**src/rtl/mu0_pkg.sv**
```systemverilog
// Shared types and default constants for the MU0 run controller.
package mu0_pkg;

   typedef enum logic [2:0] {
      IDLE = 3'd0,
      RST  = 3'd1,
      RUN  = 3'd2,
      HALT = 3'd3,
      TOUT = 3'd4
   } run_state_t;

   localparam int MU0_RESET_CYCLES   = 2;
   localparam int MU0_TIMEOUT_CYCLES = 1000;

endpackage

```
**src/rtl/mu0_sat_counter.sv**
```systemverilog
// Unsigned up-counter that sticks at all-ones instead of wrapping.
module mu0_sat_counter #(
   parameter int CNT_W = 16
) (
   input  logic             clk,
   input  logic             rst,
   input  logic             clr,
   input  logic             inc,
   output logic [CNT_W-1:0] q
);

   localparam logic [CNT_W-1:0] MAX_VAL = {CNT_W{1'b1}};

   logic [CNT_W-1:0] r_q;

   always_ff @(posedge clk or posedge rst) begin
      if (rst) begin
         r_q <= '0;
      end else if (clr) begin
         r_q <= '0;
      end else if (inc && (r_q != MAX_VAL)) begin
         r_q <= r_q + 1'b1;
      end
   end

   assign q = r_q;

endmodule

```
**src/rtl/mu0_run_ctrl.sv**
```systemverilog
// Run sequencer for the MU0 core: holds core reset, runs until halt or
// timeout, and counts run cycles, memory reads and memory writes.
//
// state | meaning
// IDLE  | waiting for Start, core held in reset
// RST   | core reset held for RESET_CYCLES cycles
// RUN   | core running, counters active
// HALT  | core halted itself, core state left visible
// TOUT  | run exceeded TIMEOUT_CYCLES, core forced back into reset
module mu0_run_ctrl
   import mu0_pkg::*;
#(
   parameter int RESET_CYCLES   = MU0_RESET_CYCLES,
   parameter int TIMEOUT_CYCLES = MU0_TIMEOUT_CYCLES,
   parameter int CNT_W          = 16
) (
   input  logic             Clk,
   input  logic             Reset,
   input  logic             Start,
   input  logic             Halted,
   input  logic             Rd,
   input  logic             Wr,
   output logic             Cpu_reset,
   output logic             Running,
   output logic             Done,
   output logic             Timeout,
   output logic [CNT_W-1:0] Cycle_count,
   output logic [CNT_W-1:0] Rd_count,
   output logic [CNT_W-1:0] Wr_count
);

   localparam int               RCW      = (RESET_CYCLES > 1) ? $clog2(RESET_CYCLES) : 1;
   localparam logic [RCW-1:0]   RST_LOAD = RCW'(RESET_CYCLES - 1);
   localparam logic [CNT_W-1:0] TO_LAST  = CNT_W'(TIMEOUT_CYCLES - 1);

   run_state_t       r_state;
   run_state_t       w_state_nxt;
   logic [RCW-1:0]   r_rst_cnt;
   logic             w_load;
   logic             w_in_run;
   logic             r_cpu_reset;
   logic             r_running;
   logic             r_done;
   logic             r_timeout;
   logic [CNT_W-1:0] w_cycle_count;

   always_ff @(posedge Clk or posedge Reset) begin
      if (Reset) begin
         r_state <= IDLE;
      end else begin
         r_state <= w_state_nxt;
      end
   end

   always_comb begin
      w_state_nxt = r_state;
      w_load      = 1'b0;
      case (r_state)
         IDLE: begin
            if (Start) begin
               w_state_nxt = RST;
               w_load      = 1'b1;
            end
         end
         RST: begin
            if (r_rst_cnt == '0) begin
               w_state_nxt = RUN;
            end
         end
         RUN: begin
            // Halt wins over a timeout landing on the same cycle.
            if (Halted) begin
               w_state_nxt = HALT;
            end else if (w_cycle_count == TO_LAST) begin
               w_state_nxt = TOUT;
            end
         end
         HALT, TOUT: begin
            if (Start) begin
               w_state_nxt = RST;
               w_load      = 1'b1;
            end
         end
         default: begin
            w_state_nxt = IDLE;
         end
      endcase
   end

   always_ff @(posedge Clk or posedge Reset) begin
      if (Reset) begin
         r_rst_cnt <= '0;
      end else if (w_load) begin
         r_rst_cnt <= RST_LOAD;
      end else if ((r_state == RST) && (r_rst_cnt != '0)) begin
         r_rst_cnt <= r_rst_cnt - 1'b1;
      end
   end

   // Outputs are flopped from the next state so they line up with r_state.
   always_ff @(posedge Clk or posedge Reset) begin
      if (Reset) begin
         r_cpu_reset <= 1'b1;
         r_running   <= 1'b0;
         r_done      <= 1'b0;
         r_timeout   <= 1'b0;
      end else begin
         r_cpu_reset <= (w_state_nxt != RUN) && (w_state_nxt != HALT);
         r_running   <= (w_state_nxt == RUN);
         r_done      <= (w_state_nxt == HALT) || (w_state_nxt == TOUT);
         r_timeout   <= (w_state_nxt == TOUT);
      end
   end

   assign w_in_run = (r_state == RUN);

   mu0_sat_counter #(.CNT_W(CNT_W)) u_cycle_cnt (
      .clk (Clk),
      .rst (Reset),
      .clr (w_load),
      .inc (w_in_run),
      .q   (w_cycle_count)
   );

   mu0_sat_counter #(.CNT_W(CNT_W)) u_rd_cnt (
      .clk (Clk),
      .rst (Reset),
      .clr (w_load),
      .inc (w_in_run && Rd),
      .q   (Rd_count)
   );

   mu0_sat_counter #(.CNT_W(CNT_W)) u_wr_cnt (
      .clk (Clk),
      .rst (Reset),
      .clr (w_load),
      .inc (w_in_run && Wr),
      .q   (Wr_count)
   );

   assign Cycle_count = w_cycle_count;
   assign Cpu_reset   = r_cpu_reset;
   assign Running     = r_running;
   assign Done        = r_done;
   assign Timeout     = r_timeout;

endmodule

```
**config.mk**
```make
export PLATFORM = sky130hd
export DESIGN_NAME = mu0_run_ctrl
export DESIGN_NICKNAME = d
export VERILOG_FILES = /design/src/rtl/mu0_pkg.sv /design/src/rtl/mu0_sat_counter.sv /design/src/rtl/mu0_run_ctrl.sv
export SDC_FILE = /design/constraint.sdc
export NUM_CORES = 1
export LEC_CHECK = 0
export CORE_MARGIN = 8
export CORE_UTILIZATION = 53
export DETAILED_ROUTE_END_ITERATION = 6
export GPL_ROUTABILITY_DRIVEN = 0
export PLACE_DENSITY = 0.8
export SKIP_CTS_REPAIR_TIMING = 1
export SYNTH_ARGS = -nofsm -noshare
export SYNTH_HDL_FRONTEND = slang
export SYNTH_HIERARCHICAL = 1
export SYNTH_SLANG_ARGS = --single-unit
```
**constraint.sdc**
```tcl
create_clock -name Clk -period 3.4 [get_ports Clk]
set_input_delay 0.85 -clock Clk [delete_from_list [all_inputs] [get_ports Clk]]
set_output_delay 0.85 -clock Clk [all_outputs]
set_load 0.1 [all_outputs]
```
# [Word-level counts from Yosys, hierarchy flattened]
# Index checks and enable logic that the tools add are counted.
[totals] register_bits=56 output_inout_bits=52 wordCells=55
[op_classes] addsub=4 n_eq_ne=13 mux=15 reduce_logical=14
[op_table] op="16-bit two-way mux" count=6
[op_table] op="16-bit by 1-bit adder with 16-bit output (second input constant)" count=3
[op_table] op="16-bit != test (second input constant)" count=3
[op_table] op="16-bit by 10-bit == test with 1-bit output (second input constant)" count=1
[op_table] op="3-bit by 2-bit == test with 1-bit output (second input constant)" count=4
[op_table] op="3-bit two-way mux" count=4
[op_table] op="3-bit case mux with 3 select lines" count=1
[op_table] op="2-bit nonzero test" count=4
[op_table] op="1-bit logical AND" count=7
[op_table] op="3-bit == test (second input constant)" count=2
[op_table] op="3-bit by 2-bit != test with 1-bit output (second input constant)" count=2
[op_table] op="1-bit two-way mux" count=4
[op_table] op="3-bit by 1-bit == test with 1-bit output (second input constant)" count=1
[op_table] op="3-bit logical NOT" count=1
[op_table] op="3-bit OR reduction" count=1
[op_table] op="1-bit logical OR" count=1
[op_table] op="1-bit subtractor (second input constant)" count=1

# [Longest topological paths before layout]
[depth] depth_word=6 mapped_depth=10 depth_no_buf=8

# [Hierarchy]
# Netlist, hierarchy kept.
[by_module_without_submodules] mod="mu0_sat_counter" n_inst=3 cells_per_inst=101 area_per_inst_um2=932.1 seq_area_each_um2=400.4
[by_module_without_submodules] mod="mu0_run_ctrl" n_inst=1 cells_per_inst=45 area_per_inst_um2=442.9 seq_area_each_um2=201.4

# [Worst setup path after synthesis]
# Ideal clock, no wire load.
[synth_timing] path_type="register -> register" start="reg u_cycle_cnt.r_q[1] (netlist: u_cycle_cnt/q[1])" end="reg u_cycle_cnt.r_q[0] (netlist: u_cycle_cnt/q[0])" arrival_ns=2.375 setup_slack_ns=0.900 stages_incl_launch_ff=7 path_buffers=1 synth_period_minus_slack_ns=2.500 cell_sequence="dfrtp_1 ha_1 clkbuf_1 nand3_1 nor4_1 nor2b_1 mux2_2"
[synth_between] elab_chain_cells=3
[synth_rtl] item="start, declared" line="mu0_sat_counter.sv:14" rtl="logic [CNT_W-1:0] r_q;"
[synth_rtl] item="start signal, assigned" line="mu0_sat_counter.sv:22" rtl="r_q <= r_q + 1'b1;"
[synth_rtl] item="16-bit != test" line="mu0_sat_counter.sv:21" rtl="end else if (inc && (r_q != MAX_VAL)) begin"
[synth_rtl] item="1-bit logical AND" line="mu0_sat_counter.sv:21"
[synth_rtl] item="2-bit nonzero test (no source line)"
# Every way passes these cells.
# A chain may end at the register's enable or synchronous reset.

# [Worst setup path after layout]
[layout_timing] start="reg r_state[0]" end="reg u_wr_cnt.r_q[13] (netlist: u_wr_cnt/q[13])"
[layout_between] elab_chain_cells=4
[layout_rtl] item="start, declared" line="mu0_run_ctrl.sv:36" rtl="run_state_t r_state;"
[layout_rtl] item="start signal, assigned" line="mu0_run_ctrl.sv:51" rtl="r_state <= w_state_nxt;"
[layout_rtl] item="3-bit by 2-bit == test with 1-bit output" line="mu0_run_ctrl.sv:115" rtl="assign w_in_run = (r_state == RUN);"
[layout_rtl] item="net w_in_run" line="mu0_run_ctrl.sv:40" rtl="logic w_in_run;"
[layout_rtl] item="1-bit logical AND" line="mu0_run_ctrl.sv:137" rtl=".inc (w_in_run && Wr),"
[layout_rtl] item="1-bit logical AND" line="mu0_sat_counter.sv:21"
[layout_rtl] item="2-bit nonzero test (no source line)"
[layout_rtl] item="end signal, assigned" line="mu0_sat_counter.sv:22"
[layout_rtl] item="end, declared" line="mu0_sat_counter.sv:14"
# The timed path passes the listed nets, and every way through them passes these cells.

==> results.md <==
- Outcome: complete, no violations
- Synthesis Warnings: 6
- Leading register cell type out of synthesis: dfrtp_1
- DP Area: 3717 sq um
- Share of the synthesized area in the top cell type: 0.4249
- Num CTS Buffers: 5
- Vias after detailed routing: 3076
- CP endpoint kind: flop
- Asr flop ratio synth: 1.000
- Setup WS pre-CTS: 0.4493 ns
- Row Count: 28
- Routed WL: 8.054 mm
- Largest cells by area after synthesis: dfrtp_1, a21oi_1, or4_1
- Worst slew margin: 0.4834
- Post-Layout Inst Area: 3829 sq um
- Post-synthesis sequential area ratio: 0.4330
- Reg2Reg Depth: 8
- Die W: 94.18 um
- Initial Util: 0.5471
- EDFF count, synth: 0
- Fill cells: 507
- Synthesized area per cell: 9.308 sq um
- CTS max path bufs: 2
- Max-cap violation count: 0
- CTS H-tree lvls: 2
- DRC viols: 0
- Worst IR Drop VDD: 0.5832 mV
- Seq cells post-synth: 56
- ANT nets after route: 0
- Post-route worst setup slack: 0.6161 ns
- Clock latency at the later pin of the worst-skew pair: 0.31 ns
- Crit Path Max Fanout: 8
- Vias in the first global route: 2870
- CP arrival: 3.02 ns
- Critical-path top delay cell: or4_4
- Die Y: 94.18 um
- Post-Syn Area: 3239 sq um
- Area grow syn2layout: 18.19%
- Cell Count, Final, Fillers Out: 478
- Fin util: 0.6467
- Fin. max-slew vios: 0
- Fin nets: 411
- PortBufs: 57
- Antenna diodes: 0
- Largest net degree at the start of global routing: 39
- Crit path kind: flop to flop
- Final Skew: 0.005666 ns
- Critical path startpoint category: flop
- Antenna violations before repair: 0
- Levels on crit path: 8
- Setup TNS: 0 ns
- Critical path required time: 3.64 ns
- Area leader, netlist: dfrtp_1
- Gr ovfl total: 0
- Inst Count DP: 470
- Share of cells above drive strength 1: 0.2084
- Largest stage delay, worst path: 0.51 ns
- CP cell instances: nand2b_1 > or2_1 > inv_1 > and2_1 > nand3_1 > or4_4 > or4_1 > a21oi_1
- Most frequent cells in the layout: dfrtp_1, buf_4, a21oi_1
- Cells after Synth: 348
- CP bufs+invs: 1
- Yosys cell types: 43
- Leak: 1.571 nW
- RSZ-0062 raised after global routing: no
- DRT iter0 DRCs: 170
- # setup viols final: 0
- Achievable Freq: 0.3592 GHz
- CTS tree: done
- Clock sinks: 56
- Syn nets: 357
- Worst-Margin Slew: 0.7678 ns
- Crit share post-route: 0.8188
- Drt wl/cell: 16.85 um
- Die area: 8870 sq um
- Num ports: 58
- Pwr dens: 531.3 nW/um^2
- Pwr Total: 2.034 mW
- Fin Hold WS: 0.5708 ns
- First-pass GRT wire length: 13.48 mm
- Clock slew at reported path FFs: 0.10 ns
- Detail Placement HPWL: 5.865 mm
- GRT Overall Usage: 0.1823
- Root buf cell: clkbuf_8
- Hold depth: 1
- Final hold vios: 0
- Drt first pass iters: 4
- Min Clock Period, post-route: 2.784 ns
- Core area: 5921 sq um
- Avg Vias per Cell: 6.435
- Hold/Removal Path Class: flop to flop
- CP top delay family: simple AND/OR/NAND/NOR gates
-- report_power, final --
group | switching [mW] | internal, mW | total, mW
registers | 0.0803 | 0.731 | 0.811
logic | 0.574 | 0.211 | 0.785
clock network | 0.220 | 0.218 | 0.439
-- cell usage after synthesis, drive strengths merged, types with 4 or more instances --
cell type,n
or4,24
mux2,6
o21ai,17
nand2,18
clkbuf,6
nand4,16
a21oi,41
dfrtp,55
nand2b,7
o31ai,17
nor2b,11
nand3,22
inv,12
o41ai,6
nor4,10
mux2i,4
or3,21
nor2,12
nor3,12
buf,4
-- path summary, 6_finish.rpt --
path | from | to | slack (ns)
max in group asynchronous | Reset | u_cycle_cnt/q[14] | 1.97
max | r_state[0] | u_wr_cnt/q[13] | 0.62
min in group asynchronous | Reset | Running | 0.89
min reg2reg | r_state[0] | r_rst_cnt | 0.57
max reg2reg | r_state[0] | u_wr_cnt/q[13] | 0.62
min | r_state[0] | r_rst_cnt | 0.57
-- layer usage --
| layer | share of wire | GRT usage |
|---|---|---|
| met4 | 0.011 | 0.04227 |
| met2 | 0.50 | 0.3117 |
| met3 | 0.066 | 0.04077 |
| met1 | 0.43 | 0.2265 |
| met5 | 0 | 0 |
-- cells by family after synthesis --
group / share of synthesized area
buf+inv: 0.04055
fa+ha+maj: 0.01159
simple gates: 0.3156
flops: 0.4330
mux: 0.03322
compound gates: 0.1661
-- registers in the layout, summed over array words and instances (netlist names), 3 cells and up --
name,count
u_cycle_cnt/q,16
u_rd_cnt/q,16
u_wr_cnt/q,16
r_state,3
-- cell type report --
| type | instances | area [sq um] | area share |
|---|---|---|---|
| multi-input cells | 267 | 1713 | 0.4474 |
| flip-flops and latches | 56 | 1403 | 0.3663 |
| repair buffers | 60 | 462.9 | 0.1209 |
| well taps | 75 | 93.84 | 0.02451 |
| clock buffers | 5 | 68.82 | 0.01797 |
| inverters | 12 | 45.04 | 0.01176 |
| clock inverters | 3 | 42.54 | 0.01111 |
Power figures use the tool's default switching activity.
